==> src/rtl/pic_pkg.sv <==
// -----------------------------------------------------------------------------
// pic_pkg
// Shared definitions for the 8259A PIC acknowledge path.
//   - inta_state_e : acknowledge FSM states (IDLE, P1, GAP, P2)
//   - VEC_W        : width of an IR index
//   - SPURIOUS_VEC : IR index reported when no interrupt was pending at INTA
//   - VEC_BASE_*   : 8086 vector format, ICW2[7:3] supplies the upper bits
//   - vector_byte  : assembles the 8086 vector byte from base and IR index
// -----------------------------------------------------------------------------
package pic_pkg;

    localparam int VEC_W = 3;
    localparam logic [VEC_W-1:0] SPURIOUS_VEC = 3'b111;

    // 8086 mode: vector = {ICW2[7:3], IR index}
    localparam int VEC_BASE_MSB = 7;
    localparam int VEC_BASE_LSB = 3;
    localparam int VEC_BASE_W   = VEC_BASE_MSB - VEC_BASE_LSB + 1;

    typedef enum logic [1:0] {
        IDLE = 2'd0,  // waiting for first INTA pulse
        P1   = 2'd1,  // first INTA pulse low
        GAP  = 2'd2,  // between the two pulses
        P2   = 2'd3   // second INTA pulse low, vector on the bus
    } inta_state_e;

    function automatic logic [7:0] vector_byte(input logic [VEC_BASE_W-1:0] base,
                                               input logic [VEC_W-1:0]      vec);
        return {base, vec};
    endfunction

endpackage

==> src/rtl/inta_sync.sv <==
// -----------------------------------------------------------------------------
// inta_sync
// Synchronises the asynchronous, active-low INTA_N into the clk domain and
// detects its edges. Flops reset to 1 so an idle-high line never produces a
// false edge when reset is released.
// Ports:
//   clk       i  system clock
//   reset     i  asynchronous active-high reset
//   inta_n_i  i  raw CPU acknowledge (active-low, asynchronous)
//   fall_o    o  synchronised 1->0 transition seen this cycle
//   rise_o    o  synchronised 0->1 transition seen this cycle
// -----------------------------------------------------------------------------
module inta_sync #(
    parameter int SYNC_STAGES = 2
) (
    input  logic clk,
    input  logic reset,
    input  logic inta_n_i,
    output logic fall_o,
    output logic rise_o
);

    // Fewer than two stages would not give metastability protection.
    localparam int STAGES = (SYNC_STAGES < 2) ? 2 : SYNC_STAGES;

    logic [STAGES-1:0] sync_q;
    logic              prev_q;
    logic              sync_n;

    assign sync_n = sync_q[STAGES-1];

    // NOTE: sequential state uses non-blocking assignments so every flop in the
    // chain samples the value from before this edge, forming a true shift chain.
    always_ff @(posedge clk or posedge reset) begin
        if (reset) begin
            sync_q <= '1;
            prev_q <= 1'b1;
        end else begin
            sync_q <= {sync_q[STAGES-2:0], inta_n_i};
            prev_q <= sync_n;
        end
    end

    // A single sync_n bit means fall and rise are mutually exclusive.
    assign fall_o = prev_q & ~sync_n;
    assign rise_o = ~prev_q & sync_n;

endmodule

==> src/rtl/inta_sequencer.sv <==
// -----------------------------------------------------------------------------
// inta_sequencer
// Sits downstream of priority_resolver. Forwards the pending interrupt to the
// CPU and runs the 8086 two-pulse INTA cycle: ACK1 on the first pulse, vector
// byte on the bus during the second, optional automatic EOI afterwards.
// All strobes and bus outputs are registered.
// Ports:
//   clk        i  system clock
//   reset      i  asynchronous active-high reset
//   INTA_N     i  CPU acknowledge, active-low, asynchronous
//   INT        i  pending-interrupt flag from resolver
//   INT_VEC    i  winning IR index from resolver
//   ICW2       i  vector base (bits [7:3] used)
//   AEOI       i  automatic-EOI mode enable
//   INT_OUT    o  interrupt request to CPU
//   FREEZE     o  acknowledge in progress, resolver holds its vector
//   ACK1       o  strobe: set ISR[vec], clear IRR[vec]
//   ACK2       o  strobe at start of the second pulse
//   AEOI_STB   o  strobe requesting non-specific EOI
//   EOI_LEVEL  o  IR index accompanying AEOI_STB (0 otherwise)
//   DATA_OUT   o  vector byte (0 when not driven)
//   DATA_OE    o  data bus drive enable
// -----------------------------------------------------------------------------
module inta_sequencer
    import pic_pkg::*;
#(
    parameter int SYNC_STAGES = 2
) (
    input  logic             clk,
    input  logic             reset,
    input  logic             INTA_N,
    input  logic             INT,
    input  logic [VEC_W-1:0] INT_VEC,
    input  logic [7:0]       ICW2,
    input  logic             AEOI,
    output logic             INT_OUT,
    output logic             FREEZE,
    output logic             ACK1,
    output logic             ACK2,
    output logic             AEOI_STB,
    output logic [VEC_W-1:0] EOI_LEVEL,
    output logic [7:0]       DATA_OUT,
    output logic             DATA_OE
);

    logic fall;
    logic rise;

    inta_sync #(
        .SYNC_STAGES (SYNC_STAGES)
    ) u_sync (
        .clk      (clk),
        .reset    (reset),
        .inta_n_i (INTA_N),
        .fall_o   (fall),
        .rise_o   (rise)
    );

    // ICW2[2:0] carries no meaning in 8086 mode.
    logic unused_icw2_low;
    assign unused_icw2_low = ^ICW2[VEC_BASE_LSB-1:0];

    logic [VEC_BASE_W-1:0] vec_base;
    assign vec_base = ICW2[VEC_BASE_MSB:VEC_BASE_LSB];

    inta_state_e      state_q,     state_d;
    logic [VEC_W-1:0] vec_q,       vec_d;
    logic             spurious_q,  spurious_d;
    logic             int_out_q,   int_out_d;
    logic             ack1_q,      ack1_d;
    logic             ack2_q,      ack2_d;
    logic             aeoi_stb_q,  aeoi_stb_d;
    logic [VEC_W-1:0] eoi_level_q, eoi_level_d;
    logic [7:0]       data_out_q,  data_out_d;
    logic             data_oe_q,   data_oe_d;

    // NOTE: every signal driven here gets a default first, so no path through
    // the case statement can leave one unassigned and infer a latch.
    always_comb begin
        state_d     = state_q;
        vec_d       = vec_q;
        spurious_d  = spurious_q;
        int_out_d   = 1'b0;
        ack1_d      = 1'b0;
        ack2_d      = 1'b0;
        aeoi_stb_d  = 1'b0;
        eoi_level_d = '0;
        data_out_d  = '0;
        data_oe_d   = 1'b0;

        unique case (state_q)
            IDLE: begin
                int_out_d = INT;
                if (fall) begin
                    // Capture now; later resolver changes cannot affect this cycle.
                    vec_d      = INT ? INT_VEC : SPURIOUS_VEC;
                    spurious_d = ~INT;
                    ack1_d     = INT;
                    int_out_d  = 1'b0;
                    state_d    = P1;
                end
            end

            P1: begin
                if (rise) begin
                    state_d = GAP;
                end
            end

            GAP: begin
                if (fall) begin
                    ack2_d     = 1'b1;
                    data_out_d = vector_byte(vec_base, vec_q);
                    data_oe_d  = 1'b1;
                    state_d    = P2;
                end
            end

            P2: begin
                if (rise) begin
                    // Bus released; a spurious cycle never set an ISR bit, so no EOI.
                    if (AEOI && !spurious_q) begin
                        aeoi_stb_d  = 1'b1;
                        eoi_level_d = vec_q;
                    end
                    state_d = IDLE;
                end else begin
                    // ICW2 is followed live while the vector is on the bus.
                    data_out_d = vector_byte(vec_base, vec_q);
                    data_oe_d  = 1'b1;
                end
            end

            default: begin
                state_d = IDLE;
            end
        endcase
    end

    always_ff @(posedge clk or posedge reset) begin
        if (reset) begin
            state_q     <= IDLE;
            vec_q       <= '0;
            spurious_q  <= 1'b0;
            int_out_q   <= 1'b0;
            ack1_q      <= 1'b0;
            ack2_q      <= 1'b0;
            aeoi_stb_q  <= 1'b0;
            eoi_level_q <= '0;
            data_out_q  <= '0;
            data_oe_q   <= 1'b0;
        end else begin
            state_q     <= state_d;
            vec_q       <= vec_d;
            spurious_q  <= spurious_d;
            int_out_q   <= int_out_d;
            ack1_q      <= ack1_d;
            ack2_q      <= ack2_d;
            aeoi_stb_q  <= aeoi_stb_d;
            eoi_level_q <= eoi_level_d;
            data_out_q  <= data_out_d;
            data_oe_q   <= data_oe_d;
        end
    end

    assign INT_OUT   = int_out_q;
    assign FREEZE    = (state_q != IDLE);
    assign ACK1      = ack1_q;
    assign ACK2      = ack2_q;
    assign AEOI_STB  = aeoi_stb_q;
    assign EOI_LEVEL = eoi_level_q;
    assign DATA_OUT  = data_out_q;
    assign DATA_OE   = data_oe_q;

endmodule

==> config.mk <==
export PLATFORM = sky130hd
export DESIGN_NAME = inta_sequencer
export DESIGN_NICKNAME = d
export VERILOG_FILES = /design/src/rtl/pic_pkg.sv /design/src/rtl/inta_sync.sv /design/src/rtl/inta_sequencer.sv
export SDC_FILE = /design/constraint.sdc
export NUM_CORES = 1
export LEC_CHECK = 0
export ABC_AREA = 0
export BUFFER_PORTS_ARGS = -buffer_cell sky130_fd_sc_hd__buf_2
export CAP_MARGIN = 20
export CORE_ASPECT_RATIO = 0.8
export CORE_MARGIN = 2
export CORE_UTILIZATION = 43
export DETAILED_ROUTE_END_ITERATION = 8
export PLACE_DENSITY = 0.72
export SYNTH_ARGS = -nofsm -noshare
export SYNTH_HDL_FRONTEND = slang
export SYNTH_HIERARCHICAL = 1
export SYNTH_SLANG_ARGS = --single-unit
==> constraint.sdc <==
create_clock -name clk -period 1.25 [get_ports clk]
set_input_delay 0.1875 -clock clk [delete_from_list [all_inputs] [get_ports clk]]
set_output_delay 0.1875 -clock clk [all_outputs]
set_load 0.01 [all_outputs]
==> summary.md <==
| Metric | Value |
|---|---|
| Slowest stage cell, crit path | dfrtp_2 |
| Outcome | complete, but fails checks |
| Post-synth EDFFs | 0 |
| FP Rows | 15 |
| Post-synth top flop | dfrtp_1 |
| Pleak | around 0.77 nW |
| Pwr Density | a little over 2000 mW/mm^2 |
| Final worst hold slack | approximately 0.055 ns |
| Placed Cells | 141 |
| Max stage delay on crit path | between 0.4 and 0.5 ns |
| Min cycle time layout | around 1.5 ns |
| Largest cells by area after synthesis | dfrtp_1 55%, ha_1 8.8%, dfstp_2 7.9%, and2_1 7.5%, inv_1 3.4% |
| Post-synthesis sequential area ratio | between 60% and 70% |
| CP Capture Type | output pin |
| Port buffer count | 29 |
| Fmax | 678.1 MHz |
| Ys async rst share | 100.0% |
| DRT Wirelength | 1870 um |
| Worst-path clk slew | around 0.15 ns |
| Placed cell area | roughly 0.0012 mm^2 |
| CTS root buf | clkbuf_4 |
| VDD IR max | ~1.2 mV |
| Share of layout cells above drive strength 1 | around three fifths |
| H-tree depth | 1 |
| Cells after synthesis | just under 80 |
| Ys Warns | 6 |
| Final Worst Setup Slack | -0.2247 ns |
| Failing checks | setup timing |
| # DRC | 0 |
| All-Layer GR Usage | ~16% |
| Via/cell ratio | around 4.6 |
| Clk Latency, worst-skew pair | roughly 0.32 ns |
| Max Transition Viols Final | 0 |
| Setup CP Type | reg -> out |
| Count of different cell masters after synthesis | 20 |
| Worst endpoint required time | between 1 and 1.5 ns |
| WL/cell | ~12 um |
| Core footprint | between 0.002 and 0.0025 mm^2 |
| Critical path, cell by cell | inv_2 -> ha_4 -> buf_6 -> buf_6 -> inv_4 -> buf_6 |
| Worst min path class | in -> reg |
| Fin cells | roughly 150 |
| DR pass1 iterations | 2 |
| Slew margin rel. | about four fifths |
| Cts bufs inserted | 3 |
| Yosys top cell area share | between 50% and 60% |
| Least-Margin Pin Slew | ~0.28 ns |
| Initial Util | between 40 and 50% |
| DIE AREA | ~0.0027 mm^2 |
| Die width | between 50 and 60 um |
| Mapped Avg Cell Area | about 13 um^2 |
| Area leader, netlist | dfrtp_1 |
| DR vias | roughly 700 |
| Synth Net Count | around 100 |
| Critical Path Start Type | register |
| Post-route antenna net violation count | 0 |
| Mapped cell area | about 990 um^2 |
| CP dominant cell by count | buf_6 |
| RSZ-0062 raised after global routing | yes |
| Final period util | 118.0% |
| GRT overflow | 0 |
| CP Max Fanout | 2 |
| MaxCap Viol Count | 0 |
| Fillers | around 180 |
| CP arrival | 1.29 ns |
| Max Buffers Root-to-Sink | 2 |
| Final HPWL DP | ~1300 um |
| Total power | 0.002930 W |
| GP Congestion | approximately 0.75 |
| Vias in the first global route | between 600 and 700 |
| Antenna diodes | 0 |
| Layout area overhead | 43.15% |
| CTS tree | built |
| Largest net degree at the start of global routing | 23 |
| Final nets | ~150 |
| # IOs | 33 |
| Final hold violation count | 0 |
| Worst clock skew | between 0.015 and 0.02 ns |
| Fin area | between 0.001 and 0.0015 mm^2 |
| First-pass GRT wire length | a little over 3000 um |
| Final setup vio count | 12 |
| #FFs+latches synth | 25 |
| Clock sink total | 25 |
| Initial antenna violation count | 0 |
| Die height | 47.02 um |
| Initial drt markers | 6 |
-- per-stage QoR --
| step | setup TNS [ns] | setup slack [ns] | utilization [%] |
|---|---|---|---|
| after global placement | -1.313 | -0.1230 | 56.61 |
| after floorplan | -0.08759 | -0.08759 | - |
| after CTS | -1.686 | -0.2116 | 63.16 |
| final | -1.205 | -0.2247 | 65.40 |
| after detailed placement | -1.798 | -0.1609 | 56.61 |
| after global routing | -2.582 | -0.2921 | 65.40 |
-- layer usage --
layer / part of all wire [%] / vias up / GRT usage, %
li1: - / 344 / -
met1: 40 / 334 / 17.63
met2: 54 / 18 / 29.09
met3: 5.4 / 2 / 5.234
met4: 0.53 / 0 / 5.581
met5: 0 / - / 0
-- cells by family after synthesis --
family                     share of synthesized area, %
buffers and inverters                             4.528
AOI/OAI and AO/OA                                 4.528
adders and majority gates                         8.805
DFF                                               63.27
muxes                                             2.515
and+or+nand+nor                                   16.35
-- state kept, by name (all words and copies together), names as in the netlist --
name,cells
DATA_OUT,8
DATA_OE,1
spurious_q,1
vec_q,3
ACK2,1
EOI_LEVEL,3
ACK1,1
state_q,2
INT_OUT,1
u_sync/sync_q,2
AEOI_STB,1
u_sync/prev_q,1
-- cells in the mapped netlist (2+ instances only) --
cell type and number:
a31oi_1 3, dfrtp_1 22, inv_1 9, ha_1 7, nand2_1 2, dfstp_2 3, nor2_1 9, and2_1 12
-- worst max-delay path: cells and delay by family, from the launching register on --
family / cells / cell delay (ns)
DFF: 1 / 0.43
buffers and inverters: 5 / 0.41
adders and majority gates: 1 / 0.15
-- report_power, final --
part / internal (W) / switching [W] / total [W]
clock: 0.000122 / 0.000243 / 0.000366
combinational: 0.000797 / 0.000669 / 0.00147
sequential: 0.00101 / 0.0000849 / 0.00110
total: 0.00193 / 0.000998 / 0.00293
-- cells in the final DEF (no fill, tap or decap), drive strengths merged, types with 2 or more instances in the layout --
cell type,n
a31oi,3
and2,12
buf,44
clkbuf,3
dfrtp,22
dfstp,3
dlygate4sd3,2
ha,7
inv,9
nand2,2
nor2,9
-- worst paths after layout --
kind | startpoint | endpoint | slack, ns | cells past startpoint
min in group asynchronous | reset | vec_q[1]$_DFFE_PP0P_ | 0.42 | 4
min reg2reg | u_sync/sync_q[0]$_DFF_PP1_ | u_sync/sync_q[1]$_DFF_PP1_ | 0.37 | 0
max reg2reg | state_q[0]$_DFFE_PP0P_ | state_q[1]$_DFFE_PP0P_ | -0.19 | 6
max | state_q[1]$_DFFE_PP0P_ | FREEZE | -0.22 | 6
max in group asynchronous | reset | state_q[1]$_DFFE_PP0P_ | 0.58 | 4
min | ICW2[7] | DATA_OUT[7]$_DFF_PP0_ | 0.06 | 2
-- cell type report --
cell class	instances	area (um^2)	area share [%]
well taps	25	31.28	2.197
clock inverters	1	7.507	0.5272
flip-flops and latches	25	630.6	44.29
inverters	9	36.28	2.548
clock buffers	3	22.52	1.582
multi-input cells	44	404.1	28.38
repair buffers	46	291.5	20.47
-- timing repair --
item / in CTS / in global routing
buffers inserted: 5 / 1
hold endpoints to repair: 26 / 0
pin swaps: 6 / 8
gates resized for setup: 13 / 12
hold buffers: 2 / 0
setup endpoints to repair: 18 / 19
Note: power is estimated with default switching activity, not from simulation.
